[src/rtl/seg_demux_pkg.sv]
// Shared definitions for the segment bus demultiplexer and the display driver:
// strobe/segment bit positions, frame classification, FSM states, hex table.
package seg_demux_pkg;

  localparam int HI_STROBE_BIT = 7;
  localparam int LO_STROBE_BIT = 5;
  localparam logic [11:0] RESERVED_MASK = 12'hC00;

  localparam int SEG_A  = 0;
  localparam int SEG_B  = 1;
  localparam int SEG_C  = 2;
  localparam int SEG_D  = 3;
  localparam int SEG_E  = 4;
  localparam int SEG_F  = 6;
  localparam int SEG_G  = 8;
  localparam int SEG_DP = 9;

  localparam int LOW_FRAMES_MAX = 15;

  typedef logic [1:0] state_t;
  localparam state_t ST_SYNC      = 2'd0;
  localparam state_t ST_WANT_LOW  = 2'd1;
  localparam state_t ST_WANT_HIGH = 2'd2;

  typedef enum logic [1:0] {
    FRAME_ILLEGAL = 2'd0,
    FRAME_HIGH    = 2'd1,
    FRAME_LOW     = 2'd2
  } frame_kind_t;

  // Hex digit to {g,f,e,d,c,b,a}, active high.
  function automatic logic [6:0] hex_seg(input logic [3:0] n);
    case (n)
      4'h0: hex_seg = 7'h3F;
      4'h1: hex_seg = 7'h06;
      4'h2: hex_seg = 7'h5B;
      4'h3: hex_seg = 7'h4F;
      4'h4: hex_seg = 7'h66;
      4'h5: hex_seg = 7'h6D;
      4'h6: hex_seg = 7'h7D;
      4'h7: hex_seg = 7'h07;
      4'h8: hex_seg = 7'h7F;
      4'h9: hex_seg = 7'h6F;
      4'hA: hex_seg = 7'h77;
      4'hB: hex_seg = 7'h7C;
      4'hC: hex_seg = 7'h39;
      4'hD: hex_seg = 7'h5E;
      4'hE: hex_seg = 7'h79;
      default: hex_seg = 7'h71;
    endcase
  endfunction

  function automatic logic [7:0] extract_seg(input logic [11:0] bus);
    extract_seg = {bus[SEG_DP], bus[SEG_G], bus[SEG_F], bus[SEG_E],
                   bus[SEG_D], bus[SEG_C], bus[SEG_B], bus[SEG_A]};
  endfunction

  function automatic frame_kind_t classify(input logic [11:0] bus);
    if ((bus & RESERVED_MASK) != 12'h000)
      classify = FRAME_ILLEGAL;
    else if (bus[HI_STROBE_BIT] && !bus[LO_STROBE_BIT])
      classify = FRAME_HIGH;
    else if (bus[LO_STROBE_BIT] && !bus[HI_STROBE_BIT])
      classify = FRAME_LOW;
    else
      classify = FRAME_ILLEGAL;
  endfunction

endpackage

[src/rtl/seg_demux_seg7_decode.sv]
// Combinational reverse lookup of a 7-segment pattern into its hex nibble;
// hit is low when the pattern matches no table entry.
module seg7_decode
  import seg_demux_pkg::*;
(
  input  logic [6:0] pattern,
  output logic [3:0] nibble,
  output logic       hit
);

  always_comb begin
    nibble = 4'h0;
    hit    = 1'b0;
    for (int i = 0; i < 16; i++) begin
      if (hex_seg(4'(i)) == pattern) begin
        nibble = 4'(i);
        hit    = 1'b1;
      end
    end
  end

endmodule

[src/rtl/seg_demux.sv]
// Demultiplexes a strobed two-digit 7-segment bus into digit patterns, a byte
// and lock/error status. Define SEG_DEMUX_DECODE_EN to enable hex decoding.
module seg_demux
  import seg_demux_pkg::*;
#(
  parameter int LOCK_FRAMES = 2,
  parameter int ERR_W       = 8
) (
  input  logic             clk,
  input  logic             rst_n,
  input  logic [11:0]      seg_bus,
  output logic [7:0]       low_seg,
  output logic [7:0]       high_seg,
  output logic [7:0]       byte_out,
  output logic             pair_valid,
  output logic             locked,
  output logic             frame_err,
  output logic [ERR_W-1:0] err_cnt
);

  logic [11:0]      in_q;
  state_t           state_reg, state_next;
  logic [3:0]       alt_cnt_reg, alt_cnt_next;
  logic             pend_reg, pend_next;
  logic [7:0]       low_seg_reg, low_seg_next;
  logic [7:0]       high_seg_reg, high_seg_next;
  logic [7:0]       byte_reg, byte_next;
  logic             pv_reg, pv_next;
  logic             fe_reg, fe_next;
  logic             locked_reg, locked_next;
  logic [ERR_W-1:0] err_cnt_reg, err_cnt_next;

  frame_kind_t      kind;
  logic [7:0]       frame_seg;
  logic             alt_err;
  logic             alt_inc;
  logic             pair_ok;
  logic [7:0]       pair_byte;

  // Decoder 0 sees the held high digit, decoder 1 the incoming low frame.
  logic [6:0]       dec_pat [2];
  logic [3:0]       dec_nib [2];
  logic             dec_hit [2];

  assign kind       = classify(in_q);
  assign frame_seg  = extract_seg(in_q);
  assign dec_pat[0] = high_seg_reg[6:0];
  assign dec_pat[1] = frame_seg[6:0];

  genvar gi;
  generate
    for (gi = 0; gi < 2; gi++) begin : g_dec
      seg7_decode u_dec (
        .pattern (dec_pat[gi]),
        .nibble  (dec_nib[gi]),
        .hit     (dec_hit[gi])
      );
    end
  endgenerate

`ifdef SEG_DEMUX_DECODE_EN
  assign pair_ok   = dec_hit[0] & dec_hit[1];
  assign pair_byte = {dec_nib[0], dec_nib[1]};
`else
  // Decoder results are not consumed in this build and fold away.
  logic unused_dec;
  assign unused_dec = ^{dec_nib[0], dec_nib[1], dec_hit[0], dec_hit[1]};
  assign pair_ok    = 1'b1;
  assign pair_byte  = 8'h00;
`endif

  always_comb begin
    state_next    = state_reg;
    alt_cnt_next  = alt_cnt_reg;
    pend_next     = pend_reg;
    low_seg_next  = low_seg_reg;
    high_seg_next = high_seg_reg;
    byte_next     = byte_reg;
    pv_next       = 1'b0;
    fe_next       = 1'b0;
    alt_err       = 1'b0;
    alt_inc       = 1'b0;

    case (kind)
      FRAME_HIGH: begin
        high_seg_next = frame_seg;
        pend_next     = 1'b1;
        if (state_reg == ST_WANT_LOW) begin
          alt_err = 1'b1;
        end else begin
          alt_inc    = (state_reg == ST_WANT_HIGH);
          state_next = ST_WANT_LOW;
        end
      end
      FRAME_LOW: begin
        low_seg_next = frame_seg;
        if (state_reg == ST_WANT_HIGH) begin
          alt_err = 1'b1;
        end else begin
          if (state_reg == ST_WANT_LOW) begin
            alt_inc = 1'b1;
            if (pend_reg) begin
              if (pair_ok) begin
                pv_next   = 1'b1;
                byte_next = pair_byte;
                pend_next = 1'b0;
              end else begin
                fe_next = 1'b1;
              end
            end
          end
          state_next = ST_WANT_HIGH;
        end
      end
      default: begin
        if (state_reg != ST_SYNC) begin
          alt_err    = 1'b1;
          state_next = ST_SYNC;
        end
      end
    endcase

    // Loss of alternation and an undecodable pair share a single error pulse.
    if (alt_err) begin
      fe_next      = 1'b1;
      alt_cnt_next = 4'd0;
    end else if (alt_inc && alt_cnt_reg != 4'(LOW_FRAMES_MAX)) begin
      alt_cnt_next = alt_cnt_reg + 4'd1;
    end

    locked_next  = (alt_cnt_next >= 4'(LOCK_FRAMES));
    err_cnt_next = err_cnt_reg;
    if (fe_next && err_cnt_reg != {ERR_W{1'b1}})
      err_cnt_next = err_cnt_reg + 1'b1;
  end

  always_ff @(posedge clk) begin
    if (!rst_n) begin
      in_q         <= 12'h000;
      state_reg    <= ST_SYNC;
      alt_cnt_reg  <= 4'd0;
      pend_reg     <= 1'b0;
      low_seg_reg  <= 8'h00;
      high_seg_reg <= 8'h00;
      byte_reg     <= 8'h00;
      pv_reg       <= 1'b0;
      fe_reg       <= 1'b0;
      locked_reg   <= 1'b0;
      err_cnt_reg  <= '0;
    end else begin
      in_q         <= seg_bus;
      state_reg    <= state_next;
      alt_cnt_reg  <= alt_cnt_next;
      pend_reg     <= pend_next;
      low_seg_reg  <= low_seg_next;
      high_seg_reg <= high_seg_next;
      byte_reg     <= byte_next;
      pv_reg       <= pv_next;
      fe_reg       <= fe_next;
      locked_reg   <= locked_next;
      err_cnt_reg  <= err_cnt_next;
    end
  end

  assign low_seg    = low_seg_reg;
  assign high_seg   = high_seg_reg;
  assign byte_out   = byte_reg;
  assign pair_valid = pv_reg;
  assign locked     = locked_reg;
  assign frame_err  = fe_reg;
  assign err_cnt    = err_cnt_reg;

endmodule

[config.mk]
export PLATFORM = sky130hd
export DESIGN_NAME = seg_demux
export DESIGN_NICKNAME = d
export VERILOG_FILES = /design/src/rtl/seg_demux_pkg.sv /design/src/rtl/seg_demux_seg7_decode.sv /design/src/rtl/seg_demux.sv
export SDC_FILE = /design/constraint.sdc
export NUM_CORES = 1
export LEC_CHECK = 0
export CORE_MARGIN = 5
export CORE_UTILIZATION = 43
export CTS_CLUSTER_DIAMETER = 40
export DETAILED_ROUTE_END_ITERATION = 12
export GPL_TIMING_DRIVEN = 0
export MAX_ROUTING_LAYER = met4
export PLACE_DENSITY = 0.75
export SYNTH_ARGS = -nofsm -noshare
export SYNTH_HDL_FRONTEND = slang
export SYNTH_HIERARCHICAL = 1
export SYNTH_SLANG_ARGS = --single-unit
[constraint.sdc]
create_clock -name clk -period 2.3 [get_ports clk]
set_input_delay 0.46 -clock clk [delete_from_list [all_inputs] [get_ports clk]]
set_output_delay 0.46 -clock clk [all_outputs]
set_load 0.005 [all_outputs]
Word-level counts from Yosys, hierarchy flattened:

Cells that the tools add are included.

* add/subtract/negate cells: 2
* order comparisons: 1
* equal/unequal tests: 9
* mux-type cells: 21
* bitwise gates (word level): 3
* reduce and logical (&&, ||, !) cells: 13

Operator list (number)
* 2-to-1 mux 2 bit: 6
* nonzero test 12 bit: 1
* 2-to-1 mux 1 bit: 9
* adder 8 x 1 -> 8 bit, second input constant: 1
* 2-to-1 mux 4 bit: 2
* inequality test 8 bit, second input constant: 1
* inequality test 2 bit, second input constant: 3
* case mux 1 bit (2 select lines): 3
* AND reduction 3 bit: 2
* adder 4 x 1 -> 4 bit, second input constant: 1
* equality test 2 x 1 -> 1 bit, second input constant: 2
* equality test 2 bit, second input constant: 2
* greater-or-equal comparator 4 x 2 -> 1 bit, second input constant: 1
* logical AND 1 bit: 4
* inequality test 4 bit, second input constant: 1
* case mux 2 bit (2 select lines): 1
* nonzero test 2 bit: 2
* OR reduction 4 bit: 1
* inverter 1 bit: 3
* nonzero test 3 bit: 1
* zero test 1 bit: 2

* bits in registers: 46
* input bits: 14
* output and inout bits: 35
* word-level logic and storage cells: 59

Longest topological paths before layout:

Gate-level depths: netlist of the first run.

* word-level depth: 11
* mapped depth: 9
* mapped depth without buffers: 8

Worst setup path before layout of the first run:

No wires, ideal clock.

* path type: reg2reg
* start: register in_q[7]
* end: register err_cnt_reg[7] (netlist: err_cnt[7])
* setup time: 0.070 ns
* arrival: 2.215 ns
* required time: 2.230 ns
* slack: 0.015 ns
* cell stages (with the launch flop): 9
* path buffers: 1
* clock period less this slack: 2.285 ns
* cell sequence: dfxtp_1 nor4b_1 inv_1 ha_1 o21ai_1 and2_1 buf_2 or4_1 a21oi_1

* word-level cells in the longest chain between the ends: 9
* elaborated cells between the ends (all ways): 11
* those cells by class: 2 x eq/ne; 5 x mux; 4 x reduce/logical

Ends and longest elaborated chain
* start: declaration: line seg_demux.sv:21 `logic [11:0] in_q;`
* start signal: assignment: line seg_demux.sv:151 `in_q <= seg_bus;`
* zero test 1 bit: line seg_demux_pkg.sv:63 `else if (bus[LO_STROBE_BIT] && !bus[HI_STROBE_BIT])`
* logical AND 1 bit: line seg_demux_pkg.sv:63
* 2-to-1 mux 2 bit: line seg_demux_pkg.sv:63
* 2-to-1 mux 2 bit (*): line seg_demux_pkg.sv:61 `else if (bus[HI_STROBE_BIT] && !bus[LO_STROBE_BIT])`
* 2-to-1 mux 2 bit (*): line seg_demux_pkg.sv:59 `if ((bus & RESERVED_MASK) != 12'h000)`
* equality test 2 bit or equality test 2 x 1 -> 1 bit (tied branches): line seg_demux.sv:84 `case (kind)`
* case mux 1 bit (2 select lines) (*): line seg_demux.sv:84
* 2-to-1 mux 1 bit (*): line seg_demux.sv:124 `if (alt_err) begin`
* logical AND 1 bit (*): line seg_demux.sv:133 `if (fe_next && err_cnt_reg != {ERR_W{1'b1}})`
* end signal: assignment: line seg_demux.sv:161 `err_cnt_reg <= err_cnt_next;`
* end: declaration: line seg_demux.sv:31 `logic [ERR_W-1:0] err_cnt_reg, err_cnt_next;`

Every way passes the cells marked *; elsewhere a longest branch is shown, timed or not.
A chain may end at the register's enable or synchronous reset.

Worst setup path after layout of the first run:

* start: register in_q[11]
* end: register err_cnt_reg[7] (netlist: err_cnt[7])

* word-level cells in the longest chain between the ends: 6
* elaborated cells between the ends (all ways): 7
* those cells by class: 2 x eq/ne; 3 x mux; 2 x reduce/logical

Ends and longest elaborated chain (line)
* nonzero test 12 bit (*): seg_demux_pkg.sv:59
* 2-to-1 mux 2 bit (*): seg_demux_pkg.sv:59
* equality test 2 bit or equality test 2 x 1 -> 1 bit (tied branches): seg_demux.sv:84
* case mux 1 bit (2 select lines) (*): seg_demux.sv:84
* 2-to-1 mux 1 bit (*): seg_demux.sv:124
* logical AND 1 bit (*): seg_demux.sv:133

Marks and branches as above.

==> results of run 1 <==
-- per-layer routing --
| layer | up-vias | track usage (%) |
|---|---|---|
| met5 | - | - |
| met2 | 29 | 24.1 |
| li1 | 772 | - |
| met3 | 2 | 3.07 |
| met4 | 0 | 5.24 |
| met1 | 695 | 16.8 |
-- tightest hold or removal path, cell delays in order (launching register included) --
cell	delay [ps]
dfxtp_1	330
nand2_1	60
nor2_1	30
-- layout by cell type, fill, tap and decap left out, types with 3 or more instances in the layout --
master and n:
a21oi_1 8, inv_1 5, and2_1 13, buf_2 3, dfxtp_1 43, clkbuf_8 5, ha_1 4, clkbuf_1 3
nand2_1 9, conb_1 8, dfxtp_2 3, buf_4 8, nand3_1 4, clkdlybuf4s50_1 40, mux2i_1 18, a211oi_1 5
o21ai_0 4, buf_1 3, nor2_1 25
-- power by group through the flow --
stage | Clock (mW) | Sequential [mW] | Combinational (mW)
2_1_floorplan | 0 | 0.843 | 0.0654
5_1_grt | 0.630 | 0.832 | 0.135
4_1_cts | 0.601 | 0.829 | 0.120
6_report | 0.586 | 0.830 | 0.122
3_3_place_gp | 0 | 0.844 | 0.112
3_5_place_dp | 0 | 0.844 | 0.114
-- per-stage QoR --
stage	instance area, µm²	util [%]	power [mW]	hold slack, ps
after CTS	2540	58.8	1.55	449
after floorplan	1920	-	0.908	419
after global routing	2570	59.5	1.60	478
after detailed placement	2380	55.2	0.959	438
final	2570	59.5	1.54	450
after global placement	2380	55.2	0.956	435
-- repair_timing --
action / 4_1_cts / 5_1_grt
gates resized for setup: 7 / 10
pin swaps: 0 / 3
hold buffers: 0 / 0
setup buffers: 0 / 0
setup endpoints to repair: 10 / 5
-- final cells by class --
cell class / count / area (µm²)
buffer: 17 / 98.8
clock buffer: 6 / 72.6
clock inverter: 2 / 37.5
fill: 398 / 1750
inverter: 6 / 22.5
multi-input combinational: 135 / 953
sequential: 46 / 925
tap: 52 / 65.1
timing repair buffer: 40 / 400
-- logic make-up after synthesis --
logic type | after synthesis | synth area share, %
adder cells (fa/ha/maj) | 6 | 3.97
AO/OA/AOI/OAI | 31 | 10.8
flip-flops | 46 | 48.6
XOR/XNOR | 3 | 1.39
multiplexers | 18 | 9.52
buffers and inverters | 23 | 6.34
AND/OR/NAND/NOR | 69 | 19.1
other | 1 | 0.198
-- path summary, 6_finish.rpt --
| kind | endpoint | from | cells past startpoint |
|---|---|---|---|
| worst min register to register | pair_valid | pend_reg | 2 |
| worst max register to register | err_cnt[7] | in_q[11] | 8 |
| worst max-delay path | err_cnt[7] | in_q[11] | 8 |
| worst min-delay path | pair_valid | pend_reg | 2 |
==> metrics.yaml, run 1 <==
status:
  status: "complete, no violations"
floorplanning:
  die_h_um: 76.4
  initial_core_util_pct: 43.8
  dieWidth_um: 76.4
  die_area_um2: 5830
  coreArea_um2: 4320
  rows: 24
  num_io_pins: 49
power_and_ir_drop:
  clockPowerShare_pct: 38.1
  p_leak_nw: 0.941
  swShare_pct: 21.3
  power_frac_comb_pct: 7.9
  power_frac_seq_pct: 54.0
  switching_power_mw: 0.328
  intPower_mw: 1.21
  cellPowerDensity_nw_per_um2: 597
  ir_worst_vdd_v: 0.000390
setup_path:
  slowest_stage: "or4_1"
  r2r_slack_ps: 30
  cp_max_fo: 6
  arrival_ps: 2500
  cp-start-kind: "flop"
  cp.buffers_inverters: 1
  path_delay_family: "simple AND/OR/NAND/NOR gates"
  end_kind: "flop"
  required_ps: 2530
  path_class: "flop to flop"
  worst_path_largest_cell_delay_ps: 500
  worstPathCellList: "nor4b_4, ha_2, nor2b_4, o21ai_2, and2_1, buf_2, or4_1, a21oi_1"
synthesis:
  yosysTopAreaCellShare_pct: 48.6
  async_reset_ff_share_pct: 0
  synth_area_leader_cell: "dfxtp_1"
  synth_edf_count: 0
  synth_common_cells: "dfxtp_1, nor2_1, mux2i_1, and2_1"
  ys_types: 42
  yosys_register_bits: 46
  netlist_top_cells_area: "dfxtp_1, mux2i_1, nor2_1, and2_1, ha_1"
  synthCells: 197
  syn_area_um2: 1890
  synth_flop_cell: "dfxtp_1"
  synth_most_common_cell: "dfxtp_1"
  ys_seq_area_share_pct: 48.6
  avgSynthCellArea_um2: 9.61
  yosys_warnings: 6
clock_network:
  clk_pin_slew_ps: 90
  cts_tree: "yes"
  ctsRootBufferMaster: "clkbuf_8"
  cts_buffer_depth: 2
  clock_sinks: 46
  clock_latency_ps: 290
  cts_buffers: 5
  htreeDepth: 2
place:
  dpl.cell_count: 296
  io_buffers: 40
  place_ws_ps: -295
  post-dp-hpwl_mm: 2.81
  place_congestion: 0.784
detailed_routing:
  wl_met3_um: 143
  ant_nets: 0
  via_count: 1498
  drt_first_pass_iters: 4
  vias_per_cell: 4.93
  met1_length_mm: 1.75
  wl_met2_mm: 2.00
  route.detailed.drc: 0
  wire_per_inst_um: 12.9
  routed.top_layer: "met4"
  wl_mm: 3.93
  drt-initial-drc-count: 104
final_layout:
  final_nets: 271
  largest_reg_flops: 12
  drive_gt1_share_pct: 13.5
  regMostFlops: "in_q"
  syn_to_final_growth_pct: 36.0
  finalNonFillerCells: 304
  diodes: 0
timing:
  worst_slew_pin_slew_ps: 720
  layout_min_cycle_time_ps: 2270
  final-setup-viol-count: 0
  post-route-period-util_pct: 98.9
  finalSetupTns_ps: 0
  fin_skew_ps: 6.64
  slew_violations: 0
  max_slew_margin_pct: 52.0
  clock.fmax_ghz: 0.440
  timing.final.ws_setup_ps: 26.0
  hold_viol_final: 0
  rsz0062_at_grt: "true"
global_route:
  grt.overflow.total: 0
  grt_max_degree: 15
  grt_pass1_vias: 1463
  antenna_found_initial: 0
  grt_pass1_wl_mm: 6.71
  grtUsageTotal_pct: 14.3
min_path:
  hp-class: "flop to flop"
run:
  maxCapViolCount: 0
Note: power is estimated with default switching activity, not from simulation.
==> inputs of run 2 (changes only) <==
--- a/config.mk
+++ b/config.mk
@@ -5,13 +5,14 @@
 export SDC_FILE = /design/constraint.sdc
 export NUM_CORES = 1
 export LEC_CHECK = 0
+export CELL_PAD_IN_SITES_DETAIL_PLACEMENT = 0
+export CELL_PAD_IN_SITES_GLOBAL_PLACEMENT = 1
 export CORE_MARGIN = 5
-export CORE_UTILIZATION = 43
-export CTS_CLUSTER_DIAMETER = 40
+export CORE_UTILIZATION = 32
 export DETAILED_ROUTE_END_ITERATION = 12
 export GPL_TIMING_DRIVEN = 0
 export MAX_ROUTING_LAYER = met4
-export PLACE_DENSITY = 0.75
+export PLACE_DENSITY_LB_ADDON = 0.1
 export SYNTH_ARGS = -nofsm -noshare
 export SYNTH_HDL_FRONTEND = slang
 export SYNTH_HIERARCHICAL = 1
==> run 2 against run 1 <==
Against the previous run: sequential share of layout area decreased by 0.14 points; sequential cell count unchanged; design area increased by 0.39%; clock skew down 2.1 ps; global-route usage fell by 2.3 points; first-iteration DRC count decreased by 47%; wire length is 5.2% higher; count of clock-buffer cells in the layout fell by 1; critical path depth unchanged; cell count is 7.6% higher; core utilization down 15 points; total power decreased by 8.6%; highest routed layer unchanged.
==> metrics.yaml, run 2 (synthesized netlist as in run 1, its figures left out) <==
timing:
  slew_violations: 0
  layout_min_cycle_time_ps: 2230
  fin_skew_ps: 4.54
  fin_hold_ws_ps: 465
  max_slew_margin_pct: 50.0
  worst_slew_pin_slew_ps: 750
  final-setup-viol-count: 0
  clock.fmax_ghz: 0.449
  hold_viol_final: 0
  rsz0062_at_grt: "true"
  post-route-period-util_pct: 96.7
clock_network:
  ctsRootBufferMaster: "clkbuf_8"
  cts_tree: "yes"
  cts_hold_buf: 0
  cts_buffer_depth: 2
  clk_pin_slew_ps: 80
  htreeDepth: 2
  clock_sinks: 46
  cts_buffers: 5
  clock_latency_ps: 290
detailed_routing:
  wl_mm: 4.13
  via_count: 1458
  vias_per_cell: 4.46
  route.detailed.drc: 0
  drt-initial-drc-count: 55
  drt_first_pass_iters: 4
  ant_nets: 0
  wire_per_inst_um: 12.6
min_path:
  hp-class: "flop to flop"
  min_from: "pend_reg"
floorplanning:
  num_io_pins: 49
  die_h_um: 86.9
  dieWidth_um: 86.9
  initial_core_util_pct: 32.4
  die_area_um2: 7550
  coreArea_um2: 5850
  rows: 28
global_route:
  antenna_found_initial: 0
  grt_pass1_wl_mm: 7.02
  grt.busiest_layer: "met2"
  grtUsageTotal_pct: 12.0
  grt_max_degree: 14
  met3_usage_pct: 3.22
  use_met2_pct: 17.4
  grt.overflow.total: 0
  grt_use_met1_pct: 16.2
  grt_pass1_vias: 1418
setup_path:
  cp_max_fo: 6
  reg2reg_from: "in_q[10]"
  end_kind: "flop"
  required_ps: 2530
  r2r_slack_ps: 70
  arrival_ps: 2450
  path_class: "flop to flop"
  crit_path_start: "in_q[10]"
  cp-start-kind: "flop"
place:
  place_congestion: 0.732
  post-dp-hpwl_mm: 2.99
  io_buffers: 40
run:
  maxCapViolCount: 0
power_and_ir_drop:
  ir_worst_vdd_v: 0.000248
  cellPowerDensity_nw_per_um2: 544
  p_leak_nw: 0.940
final_layout:
  diodes: 0
  drive_gt1_share_pct: 13.1
  syn_to_final_growth_pct: 36.5
  regMostFlops: "in_q"
  utilization_pct: 44.2
  nFillCells: 603
  final_cell_mix: "dfxtp_1, clkdlybuf4s50_1, nor2_1, mux2i_1, and2_1"
  final_nets: 272
  largest_reg_flops: 12
  final_common_cell: "dfxtp_1"
status:
  status: "complete, no violations"
==> run 2: worst paths after layout <==
path,end,cells after the start
setup / recovery,err_cnt[7],8
setup reg to reg,err_cnt[7],8
hold reg to reg,pair_valid,2
hold / removal,pair_valid,2
==> run 2: area by class of cell <==
type | instances | area, µm² | area share [%]
inverter | 6 | 22.5 | 0.871
sequential | 46 | 925 | 35.8
tap | 75 | 93.8 | 3.63
clock inverter | 2 | 10.0 | 0.387
multi-input combinational | 135 | 957 | 37.0
clock buffer | 5 | 68.8 | 2.66
buffer | 17 | 100 | 3.87
timing repair buffer | 41 | 408 | 15.8
==> run 2: critical path: stages (launching register included) <==
cell and delay, ps:
dfxtp_4 360, nor4b_4 350, ha_2 270, nor2b_4 170
o21ai_4 70, and2_1 160, buf_4 150, or4_4 510
a21oi_2 120
==> run 2: stage by stage <==
step	worst slack [ps]	power [mW]	TNS, ps	area (µm²)	instances
2_1_floorplan	15.2	0.908	0	1920	204
3_3_place_gp	-226	0.960	-732	2410	319
3_5_place_dp	-247	0.961	-705	2410	319
4_1_cts	8.77	1.43	0	2540	326
5_1_grt	-42.0	1.49	-42.0	2580	327
6_report	74.8	1.41	0	2580	327
==> run 2: power by group <==
group | switching, mW | internal [mW]
registers | 0.0135 | 0.815
logic | 0.0538 | 0.0704
clock network | 0.248 | 0.204
total | 0.316 | 1.09
==> run 2: repair_timing <==
item	CTS	global route
buffers inserted	0	1
resized for setup	6	11
pin swaps	0	3
endpoints found under the setup margin	6	4
==> run 2: metal layers <==
layer	vias up	share of wire [%]	wire [µm]
li1	766	-	-
met1	659	49	2030
met2	27	45	1880
met3	6	4.0	166
met4	0	1.3	55
met5	-	0	0
